--- src/rtl/board_draw_sequencer.sv ---
// -----------------------------------------------------------------------------
// board_draw_sequencer
//
// Purpose:
//   Walks the level tile map and issues one sprite-draw request per tile to the
//   8x8 sprite drawer. Each request holds x/y/sprite stable for a fixed slot so
//   the drawer's 64-pixel plot finishes before the next request. A full-board
//   redraw is requested by a pulse. Single-tile redraws are queued in a small
//   FIFO and served whenever no full redraw is pending.
//
// Ports:
//   clk             clock
//   resetn          synchronous, active-low reset
//   i_full_start    one-cycle pulse requesting a whole-board redraw
//   i_upd_valid     single-tile update request
//   i_upd_col       tile column of the update (5 bits)
//   i_upd_row       tile row of the update (4 bits)
//   o_upd_ready     update FIFO not full
//   o_map_addr      tile-map RAM read address = row*COLS + col
//   i_map_data      sprite id from tile-map RAM (1-cycle read latency)
//   o_draw_x        sprite anchor x = col*8
//   o_draw_y        sprite anchor y = row*8
//   o_draw_sprite   sprite id for the drawer
//   o_draw_go       one-cycle go pulse to the drawer
//   o_busy          high whenever the sequencer is not idle
//   o_frame_done    one-cycle pulse when a full redraw finishes
//   o_dbg_state     current FSM state (debug visibility)
//
// Handshake: an update entry is transferred on a clock edge where
// i_upd_valid && o_upd_ready. o_upd_ready depends only on the FIFO full flag,
// never on i_upd_valid, so a pop in the same cycle does not free a slot early.
// -----------------------------------------------------------------------------
module board_draw_sequencer #(
    parameter int COLS        = 20,
    parameter int ROWS        = 15,
    parameter int SLOT_CYCLES = 66,
    parameter int FIFO_DEPTH  = 4
) (
    input  logic       clk,
    input  logic       resetn,
    input  logic       i_full_start,
    input  logic       i_upd_valid,
    input  logic [4:0] i_upd_col,
    input  logic [3:0] i_upd_row,
    output logic       o_upd_ready,
    output logic [8:0] o_map_addr,
    input  logic [2:0] i_map_data,
    output logic [7:0] o_draw_x,
    output logic [6:0] o_draw_y,
    output logic [2:0] o_draw_sprite,
    output logic       o_draw_go,
    output logic       o_busy,
    output logic       o_frame_done,
    output logic [2:0] o_dbg_state
);

    localparam logic [2:0] S_IDLE     = 3'd0;
    localparam logic [2:0] S_FETCH    = 3'd1;
    localparam logic [2:0] S_WAIT_RAM = 3'd2;
    localparam logic [2:0] S_GO       = 3'd3;
    localparam logic [2:0] S_HOLD     = 3'd4;

    localparam int PTR_W = $clog2(FIFO_DEPTH);
    localparam int CNT_W = $clog2(SLOT_CYCLES);

    localparam logic [4:0]       LAST_COL  = 5'(COLS - 1);
    localparam logic [3:0]       LAST_ROW  = 4'(ROWS - 1);
    localparam logic [8:0]       COLS_9    = 9'(COLS);
    localparam logic [CNT_W-1:0] HOLD_LOAD = CNT_W'(SLOT_CYCLES - 2);
    localparam logic [PTR_W:0]   FIFO_FULL = (PTR_W + 1)'(FIFO_DEPTH);

    logic [2:0]       r_state;
    logic             r_mode_full;
    logic             r_pending;
    logic [4:0]       r_col;
    logic [3:0]       r_row;
    logic [CNT_W-1:0] r_cnt;
    logic [7:0]       r_draw_x;
    logic [6:0]       r_draw_y;
    logic [2:0]       r_draw_sprite;
    logic             r_frame_done;

    // FIFO entries are packed {row, col}
    logic [8:0]       r_fifo_mem [FIFO_DEPTH];
    logic [PTR_W-1:0] r_wr_ptr;
    logic [PTR_W-1:0] r_rd_ptr;
    logic [PTR_W:0]   r_count;

    logic       w_full;
    logic       w_empty;
    logic       w_push;
    logic       w_pop;
    logic [8:0] w_head;
    logic [4:0] w_head_col;
    logic [3:0] w_head_row;
    logic       w_head_ok;
    logic       w_hold_end;
    logic       w_full_begin;

    assign w_full     = (r_count == FIFO_FULL);
    assign w_empty    = (r_count == '0);
    assign w_push     = i_upd_valid && !w_full;
    // The FIFO is only served from IDLE when no full redraw is waiting
    assign w_pop      = (r_state == S_IDLE) && !r_pending && !w_empty;
    assign w_head     = r_fifo_mem[r_rd_ptr];
    assign w_head_col = w_head[4:0];
    assign w_head_row = w_head[8:5];
    assign w_head_ok  = (w_head_col <= LAST_COL) && (w_head_row <= LAST_ROW);
    assign w_hold_end = (r_state == S_HOLD) && (r_cnt == '0);

    // A full redraw "begins" either from IDLE or as a restart at the end of a
    // tile slot of a running full redraw; both consume the pending flag.
    assign w_full_begin = r_pending &&
                          ((r_state == S_IDLE) || (w_hold_end && r_mode_full));

    // FIFO storage: no reset needed, occupancy is tracked by the pointers
    always_ff @(posedge clk) begin
        if (w_push) begin
            r_fifo_mem[r_wr_ptr] <= {i_upd_row, i_upd_col};
        end
    end

    always_ff @(posedge clk) begin
        if (!resetn) begin
            r_wr_ptr <= '0;
            r_rd_ptr <= '0;
            r_count  <= '0;
        end else begin
            if (w_push) begin
                r_wr_ptr <= r_wr_ptr + 1'b1;
            end
            if (w_pop) begin
                r_rd_ptr <= r_rd_ptr + 1'b1;
            end
            case ({w_push, w_pop})
                2'b10:   r_count <= r_count + 1'b1;
                2'b01:   r_count <= r_count - 1'b1;
                default: r_count <= r_count;
            endcase
        end
    end

    always_ff @(posedge clk) begin
        if (!resetn) begin
            r_state       <= S_IDLE;
            r_mode_full   <= 1'b0;
            r_pending     <= 1'b0;
            r_col         <= '0;
            r_row         <= '0;
            r_cnt         <= '0;
            r_draw_x      <= '0;
            r_draw_y      <= '0;
            r_draw_sprite <= '0;
            r_frame_done  <= 1'b0;
        end else begin
            r_frame_done <= 1'b0;
            // A new pulse on the same cycle a redraw begins stays pending
            r_pending    <= (r_pending && !w_full_begin) || i_full_start;

            case (r_state)
                S_IDLE: begin
                    if (r_pending) begin
                        r_col       <= '0;
                        r_row       <= '0;
                        r_mode_full <= 1'b1;
                        r_state     <= S_FETCH;
                    end else if (!w_empty) begin
                        // Out-of-range entries are popped and dropped here
                        if (w_head_ok) begin
                            r_col       <= w_head_col;
                            r_row       <= w_head_row;
                            r_mode_full <= 1'b0;
                            r_state     <= S_FETCH;
                        end
                    end
                end

                S_FETCH: begin
                    r_state <= S_WAIT_RAM;
                end

                S_WAIT_RAM: begin
                    r_draw_sprite <= i_map_data;
                    r_draw_x      <= {r_col, 3'b000};
                    r_draw_y      <= {r_row, 3'b000};
                    r_state       <= S_GO;
                end

                S_GO: begin
                    r_cnt   <= HOLD_LOAD;
                    r_state <= S_HOLD;
                end

                S_HOLD: begin
                    if (r_cnt != '0) begin
                        r_cnt <= r_cnt - 1'b1;
                    end else if (r_mode_full) begin
                        if (r_pending) begin
                            // Abort the pass and restart at tile 0, no frame_done
                            r_col   <= '0;
                            r_row   <= '0;
                            r_state <= S_FETCH;
                        end else if (r_col == LAST_COL) begin
                            if (r_row == LAST_ROW) begin
                                r_frame_done <= 1'b1;
                                r_state      <= S_IDLE;
                            end else begin
                                r_col   <= '0;
                                r_row   <= r_row + 1'b1;
                                r_state <= S_FETCH;
                            end
                        end else begin
                            r_col   <= r_col + 1'b1;
                            r_state <= S_FETCH;
                        end
                    end else begin
                        r_state <= S_IDLE;
                    end
                end

                default: begin
                    r_state <= S_IDLE;
                end
            endcase
        end
    end

    // Address is derived from the tile registers so it is valid throughout
    // FETCH, which is the cycle the synchronous RAM samples it.
    assign o_map_addr    = ({5'b0, r_row} * COLS_9) + {4'b0, r_col};
    assign o_upd_ready   = !w_full;
    assign o_draw_x      = r_draw_x;
    assign o_draw_y      = r_draw_y;
    assign o_draw_sprite = r_draw_sprite;
    assign o_draw_go     = (r_state == S_GO);
    assign o_busy        = (r_state != S_IDLE);
    assign o_frame_done  = r_frame_done;
    assign o_dbg_state   = r_state;

endmodule

--- config.mk ---
export PLATFORM = sky130hd
export DESIGN_NAME = board_draw_sequencer
export DESIGN_NICKNAME = d
export VERILOG_FILES = /design/src/rtl/board_draw_sequencer.sv
export SDC_FILE = /design/constraint.sdc
export NUM_CORES = 1
export LEC_CHECK = 0
export ABC_AREA = 1
export BUFFER_PORTS_ARGS = -buffer_cell sky130_fd_sc_hd__buf_2
export CORE_ASPECT_RATIO = 0.8
export CORE_MARGIN = 3
export CORE_UTILIZATION = 49
export DETAILED_ROUTE_END_ITERATION = 8
export PLACE_DENSITY = 0.72
export RECOVER_POWER = 100
export SLEW_MARGIN = 20
export SYNTH_ARGS = -nofsm -noshare
export SYNTH_HDL_FRONTEND = slang
export SYNTH_SLANG_ARGS = --single-unit
--- constraint.sdc ---
create_clock -name clk -period 2 [get_ports clk]
set_clock_uncertainty 0.15 [all_clocks]
set_input_delay 0.2 -clock clk [delete_from_list [all_inputs] [get_ports clk]]
set_output_delay 0.2 -clock clk [all_outputs]
set_load 0.01 [all_outputs]
==> reports/results.tsv, run 1 <==
stage	metric	value	unit
timing	finalMaxSlewViolations	0	
grt	grt_max_degree	26	
grt	grt_pass1_wl	14600	um
detailed_routing	wl	9210	um
pwr	vdd_drop_max	0.000764	V
clocking	clock_latency	0.35	ns
clocking	cts_buffers	9	
floorplan	start_util	51.5	%
grt	antenna_found_initial	0	
logic_synthesis	synthFlopType	dfxtp_1	
placement	port-buffer-count	43	
timing	rsz0062_at_grt	true	
timing	worst_pin_slew	0.532	ns
floorplan	coreArea	7530	um2
logic_synthesis	synth_edf_count	36	
worst_setup_path	cp.arrival	2.18	ns
detailed_routing	route.vias.total	3314	
clocking	cts.htree.levels	3	
timing	whs	0.185	ns
logic_synthesis	async_flop_share	0	%
detailed_routing	wire_per_inst	14.1	um
floorplan	die_x	105	um
detailed_routing	final_antenna_net_count	0	
worst_setup_path	worstPathRequired	1.65	ns
finish	multi_input_area	1810	um2
timing	fin_setup_tns	-3.18	ns
timing	maxSlewHeadroom	64.5	%
floorplan	die-area	9020	um2
clocking	cts_tree	yes	
finish	final_cells	655	
logic_synthesis	ys.warnings.count	0	
worst_setup_path	r2r_start	o_dbg_state[0]	
worst_setup_path	startpoint	r_row[3]	
logic_synthesis	syn_avg_cell_area	8.97	um2
outcome	failed_checks	negative setup slack	
clocking	clk_pin_slew	0.07	ns
worst_setup_path	cp.depth	7	
hold_path	hp-class	in -> reg	
placement	gp_congestion	0.825	
floorplan	ios	50	
timing	setup_violations	16	
job	cap_viol_max_count	0	
logic_synthesis	syn_inst	432	
worst_setup_path	path_cells	ha_4 > ha_4 > inv_2 > fa_2 > nor4_4 > xnor2_1 > buf_2	
detailed_routing	detail_route.first_pass.iterations	4	
worst_setup_path	critPathKind	reg -> out	
finish	fillCellCount	604	
placement	dp_cells	607	
worst_setup_path	cp-end-kind	output port	
finish	drive_above_1_share	25.3	%
worst_setup_path	crit_slowest_cell	fa_2	
finish	diodes	0	
outcome	outcome	finished, violations left	
logic_synthesis	synth_seq_cells	79	
worst_setup_path	r2r_end	r_count[2]	
grt	overflow	0	
worst_setup_path	r2r_slack	-0.19	ns
timing	min_period	2.53	ns
finish	final_cell_mix	nand2_1 (68), nor2_1 (50), inv_1 (44), buf_4 (44), dfxtp_1 (39)	
timing	layout_setup_ws	-0.526	ns
grt	grt_pass1_vias	3135	
pwr	p_total	0.00710	W
worst_setup_path	cp_slowest_stage_delay	0.46	ns
pwr	power_density	1420	nW/um2
pwr	p_leak	2.12	nW
timing	finalHoldViolCount	0	
floorplan	rows	28	
placement	place_hpwl	6180	um
worst_setup_path	cpMostUsedCell	ha_4	
grt	track_usage	20.4	%
logic_synthesis	ys_seq_area_share	50.1	%
detailed_routing	drtIter0Drc	178	
finish	final-seq-area	1950	um2
timing	fmax	396	MHz
clocking	cts_root_buf	clkbuf_8	
logic_synthesis	ys_types	44	
detailed_routing	drc	0	
worst_setup_path	endpoint	o_map_addr[8]	
clocking	clock-sinks	79	
finish	final_common_cell	nand2_1	
timing	fin_crit_sh	126	%
worst_setup_path	path_buf_inv	2	
finish	area_growth	29.1	%
logic_synthesis	syn-cell-area	3880	um2
worst_setup_path	crit_fanout	3	
finish	nets	580	
worst_setup_path	start_kind	flop	
worst_setup_path	critPathTopFamily	adder cells	
worst_setup_path	ff2ff_path_depth	14	
floorplan	fp.dieH	85.6	um
clocking	cts_buffer_depth	2	
detailed_routing	via_per_inst	5.06	
metrics by stage:
| step | utilization, % | setup WS (ns) | area, um2 |
|---|---|---|---|
| 6_report | 66.5 | -0.526 | 5010 |
| 5_1_grt | 66.5 | -0.605 | 5010 |
| 4_1_cts | 65.7 | -0.528 | 4950 |
| 3_5_place_dp | 59.4 | -0.212 | 4480 |
| 3_3_place_gp | 59.4 | -0.177 | 4480 |
| 2_1_floorplan | - | -0.189 | 3950 |
worst min-delay path by stage:
stage	start	endpoint	slack [ns]	cells after the start
after floorplan	i_upd_col[0]	r_fifo_mem[0][0]	0.15	0
after global placement	i_upd_row[3]	r_fifo_mem[0][8]	0.26	1
after detailed placement	i_upd_row[2]	r_fifo_mem[2][7]	0.27	1
after CTS	resetn	o_dbg_state[2]	0.16	3
after global routing	resetn	r_row[2]	0.19	4
final	resetn	r_row[2]	0.19	4
logic make-up (layout without fill, tap and decap cells):
kind of cell             count (synthesis)  after routing  synth area share, %
flip-flops                              79             79                 50.1
other                                    1              6               0.0967
AND/OR/NAND/NOR                        182            182                 21.9
adder cells (fa/ha/maj)                 19             19                 6.71
buffers and inverters                   70            183                 8.62
XOR/XNOR                                13             13                 2.94
AO/OA/AOI/OAI                           68             68                 9.62
cell type report:
class                      count  area share [%]
inverter                      53            4.10
sequential                    79            39.0
clock inverter                 4           0.475
timing repair buffer         114            15.0
clock buffer                  12            2.70
multi-input combinational    288            36.1
tap                          105            2.62
worst reg2reg max path: stages, from the launching register on:
cell and delay, ns:
dfxtp_1 0.32, nor2_1 0.17, inv_2 0.07, nor2_4 0.10
inv_2 0.07, nor2_4 0.09, nand2_2 0.07, inv_1 0.11
ha_4 0.13, inv_2 0.04, fa_2 0.36, a21oi_2 0.15
o21ai_2 0.08, o21ai_1 0.13, a21oi_1 0.05
report_power, final:
part / total (W) / switching (W) / internal [W] / leakage (nW)
combinational: 0.00384 / 0.00214 / 0.00170 / 1.36
sequential: 0.00226 / 0.000207 / 0.00205 / 0.685
clock: 0.00101 / 0.000562 / 0.000449 / 0.0807
total: 0.00710 / 0.00291 / 0.00420 / 2.12
flip-flops by register name (all words and copies together), names as in the netlist, named ones only:
signal	cells
o_frame_done	1
r_cnt	7
r_pending	1
o_draw_sprite	3
o_dbg_state	3
r_mode_full	1
r_fifo_mem	36
r_col	5
r_row	4
o_draw_y	4
o_draw_x	5
r_count	3
r_wr_ptr	2
r_rd_ptr	2
per-layer routing:
layer | global-route usage (%) | up-vias | part of all wire [%]
met5 | 0 | - | 0
met4 | 8.70 | 0 | 1.7
met3 | 4.82 | 12 | 4.9
met2 | 33.5 | 86 | 49
met1 | 26.1 | 1577 | 44
li1 | - | 1639 | -
timing repair:
action / in CTS / in global routing
hold buffers: 13 / 0
setup endpoints to repair: 7 / 22
pin swaps: 10 / 13
setup buffers: 12 / 9
hold endpoints to repair: 40 / 0
resized for setup: 20 / 20
synthesized netlist by cell type (2+ instances only):
master / count / share of area [%]
nand2_2: 3 / 0.48
a21oi_1: 27 / 3.5
xnor2_1: 6 / 1.4
nor4_1: 2 / 0.32
o22ai_1: 2 / 0.32
nand3_2: 3 / 0.77
nand4_1: 6 / 0.97
nor2_2: 2 / 0.32
xor2_1: 7 / 1.6
edfxtp_1: 36 / 28
nor3_1: 8 / 1.0
inv_1: 48 / 4.6
dfxtp_1: 43 / 22
buf_4: 8 / 1.5
o21ai_0: 30 / 3.9
nand3_1: 27 / 3.5
ha_1: 16 / 5.2
nand2_4: 3 / 0.87
inv_2: 3 / 0.29
clkbuf_1: 3 / 0.29
buf_6: 4 / 1.2
fa_1: 3 / 1.5
nor2_1: 52 / 5.0
nand2_1: 70 / 6.8
(Power assumes the default switching activity.)
==> run 2: changes to the inputs <==
--- a/config.mk
+++ b/config.mk
@@ -5,10 +5,9 @@
 export SDC_FILE = /design/constraint.sdc
 export NUM_CORES = 1
 export LEC_CHECK = 0
-export ABC_AREA = 1
 export BUFFER_PORTS_ARGS = -buffer_cell sky130_fd_sc_hd__buf_2
 export CORE_ASPECT_RATIO = 0.8
-export CORE_MARGIN = 3
+export CORE_MARGIN = 2
 export CORE_UTILIZATION = 49
 export DETAILED_ROUTE_END_ITERATION = 8
 export PLACE_DENSITY = 0.72
==> run 2 against run 1 <==
  * The flow still finishes with violations (negative setup slack)
  * Die area decreased by 4.8%
  * Maximum frequency decreased by 7.9%
  * Total power is 9.8% lower
  * Non-clock buffer count rose by 8
  * Sequential share of layout area is 1.4 points lower
  * Synthesized cell count down 20%
  * Clock power up 7%
  * Design area up 3.9%
  * Hold slack improved by 0.013 ns
  * Largest cell class is now multi-input combinational cells
  * Largest power group unchanged
==> reports/results.tsv, run 2 <==
stage	metric	value	unit
finish	diodes	0	
grt	track_usage	20.0	%
timing	maxSlewHeadroom	63.2	%
pwr	vdd_drop_max	0.000830	V
placement	placed_cell_area	4560	um2
worst_setup_path	worstPathRequired	1.65	ns
clocking	clock_latency	0.35	ns
logic_synthesis	synth_edf_count	36	
worst_setup_path	cp_slowest_stage_delay	0.45	ns
finish	largest_reg_flops	36	
logic_synthesis	synth_common_cells	dfxtp_1 (43), edfxtp_1 (36), nor2_1 (35), nand2_1 (33), inv_1 (21)	
pwr	p_leak	2.04	nW
timing	fin_setup_tns	-5.24	ns
hold_path	hp-class	in -> reg	
timing	min_period	2.74	ns
placement	port-buffer-count	43	
detailed_routing	route.vias.total	2940	
job	cap_viol_max_count	0	
worst_setup_path	cpMostUsedCell	ha_4	
logic_synthesis	yosysTopAreaCell	edfxtp_1	
timing	finalMaxSlewViolations	0	
clocking	cts_buffer_depth	2	
logic_synthesis	syn-cell-area	3850	um2
logic_synthesis	synth.most_common_cell	dfxtp_1	
worst_setup_path	crit_fanout	2	
detailed_routing	detail_route.first_pass.iterations	4	
finish	final_cell_mix	buf_4 (42), dfxtp_1 (36), edfxtp_1 (36)	
worst_setup_path	crit_slowest_cell	fa_1	
floorplan	die-area	8590	um2
finish	largest-register	r_fifo_mem	
floorplan	ios	50	
logic_synthesis	synth_seq_cells	79	
hold_path	worstHoldStart	i_upd_valid	
timing	fmax	365	MHz
finish	drive_above_1_share	33.4	%
finish	final_common_cell	buf_4	
worst_setup_path	critPathTopFamily	adder cells	
clocking	cts_tree	yes	
detailed_routing	wire_per_inst	15.1	um
placement	place_hpwl	5720	um
logic_synthesis	syn_inst	346	
outcome	outcome	finished, violations left	
outcome	failed_checks	negative setup slack	
clocking	clock-sinks	79	
grt	antenna_found_initial	0	
grt	grt_max_degree	27	
worst_setup_path	startpoint	r_row[1]	
timing	worst_pin_slew	0.552	ns
worst_setup_path	critPathKind	reg -> out	
logic_synthesis	syn_avg_cell_area	11.1	um2
timing	setup_violations	23	
logic_synthesis	ys.warnings.count	0	
worst_setup_path	path_cells	ha_4 > ha_4 > inv_2 > fa_1 > nand2b_4 > a21oi_4 > nand2_1 > xor2_1 > a22o_1 > buf_2	
grt	grt_pass1_wl	13300	um
detailed_routing	drc	0	
timing	layout_setup_ws	-0.743	ns
worst_setup_path	r2r_start	o_dbg_state[0]	
floorplan	die_x	103	um
detailed_routing	final_antenna_net_count	0	
logic_synthesis	ys_seq_area_share	50.4	%
pwr	power_density	1230	nW/um2
floorplan	fp.dieH	83.3	um
timing	rsz0062_at_grt	true	
worst_setup_path	cp.arrival	2.39	ns
logic_synthesis	async_flop_share	0	%
finish	nets	497	
finish	reg.largest.list	r_fifo_mem x36, r_cnt x7	
grt	grt_pass1_vias	2834	
detailed_routing	wl	8640	um
logic_synthesis	synth.area.top_cells	edfxtp_1 (28%), dfxtp_1 (22%), ha_1 (5.2%)	
clocking	cts_buffers	9	
clocking	cts.htree.levels	3	
timing	fin_crit_sh	137	%
placement	gp_congestion	0.811	
logic_synthesis	synthFlopType	dfxtp_1	
logic_synthesis	synth_top_area_share	28.1	%
detailed_routing	via_per_inst	5.14	
timing	finalHoldViolCount	0	
worst_setup_path	start_kind	flop	
floorplan	coreArea	7500	um2
finish	stdcell_area	5200	um2
clocking	cts_root_buf	clkbuf_8	
finish	area_growth	35.1	%
clocking	clk_pin_slew	0.08	ns
worst_setup_path	cp-end-kind	output port	
grt	overflow	0	
logic_synthesis	ys_types	54	
detailed_routing	drtIter0Drc	148	
worst_setup_path	path_buf_inv	2	
timing	whs	0.198	ns
floorplan	start_util	51.4	%
floorplan	rows	28	
[run 2: power by group]
group / total (W) / internal (W) / switching (W)
Combinational: 0.00318 / 0.00162 / 0.00155
Sequential: 0.00215 / 0.00197 / 0.000174
Clock: 0.00108 / 0.000465 / 0.000620
Total: 0.00641 / 0.00406 / 0.00235
[run 2: final timing paths]
path                                       to  slack, ns  depth (start not counted)
worst max-delay path            o_map_addr[8]      -0.74                         10
worst min-delay path              r_wr_ptr[1]       0.20                          5
worst max register to register     r_count[2]      -0.45                          8
worst min register to register    r_wr_ptr[1]       0.35                          2
[run 2: cells by family after synthesis]
logic type	Yosys count	share of synthesized area [%]
flops	79	50.4
xor+xnor	20	4.55
mux	29	10.8
buf+inv	44	5.55
other cells	1	0.0973
compound gates	47	8.05
fa+ha+maj	19	6.76
simple gates	107	13.8
[run 2: cell type report]
class / instances / area, um2
inverter: 22 / 82.6
clock inverter: 7 / 53.8
sequential: 79 / 1960
timing repair buffer: 122 / 860
clock buffer: 9 / 124
fill: 582 / 2290
tap: 105 / 131
multi-input combinational: 228 / 2000
[run 2: through the flow]
step	setup WS, ns	total power, W	cells	utilization, %
global placement	-0.350	0.00472	525	60.8
finish	-0.743	0.00641	572	69.4
global route	-0.833	0.00680	572	69.4
floorplan	-0.293	0.00388	351	-
CTS	-0.766	0.00632	565	68.4
detailed placement	-0.396	0.00479	525	60.8
[run 2: tightest hold or removal path, stage by stage]
cell and delay, ns:
buf_2 0.11, and2_0 0.14, inv_1 0.08, nand2_1 0.07, a21oi_1 0.05
[run 2: metal layers]
layer / wire length, um / GRT usage, % / vias up
met1: 3760 / 26.2 / 1410
met2: 4320 / 31.8 / 70
met4: 121 / 4.90 / 0
met3: 430 / 6.82 / 14
li1: - / - / 1446
met5: 0 / 0 / -
[run 2: timing repair]
| item | 4_1_cts | 5_1_grt |
|---|---|---|
| pin swaps | 25 | 11 |
| hold endpoints to repair | 41 | 0 |
| resized for setup | 39 | 24 |
| setup endpoints to repair | 22 | 27 |
| hold buffers | 14 | 0 |
| setup buffers | 10 | 8 |
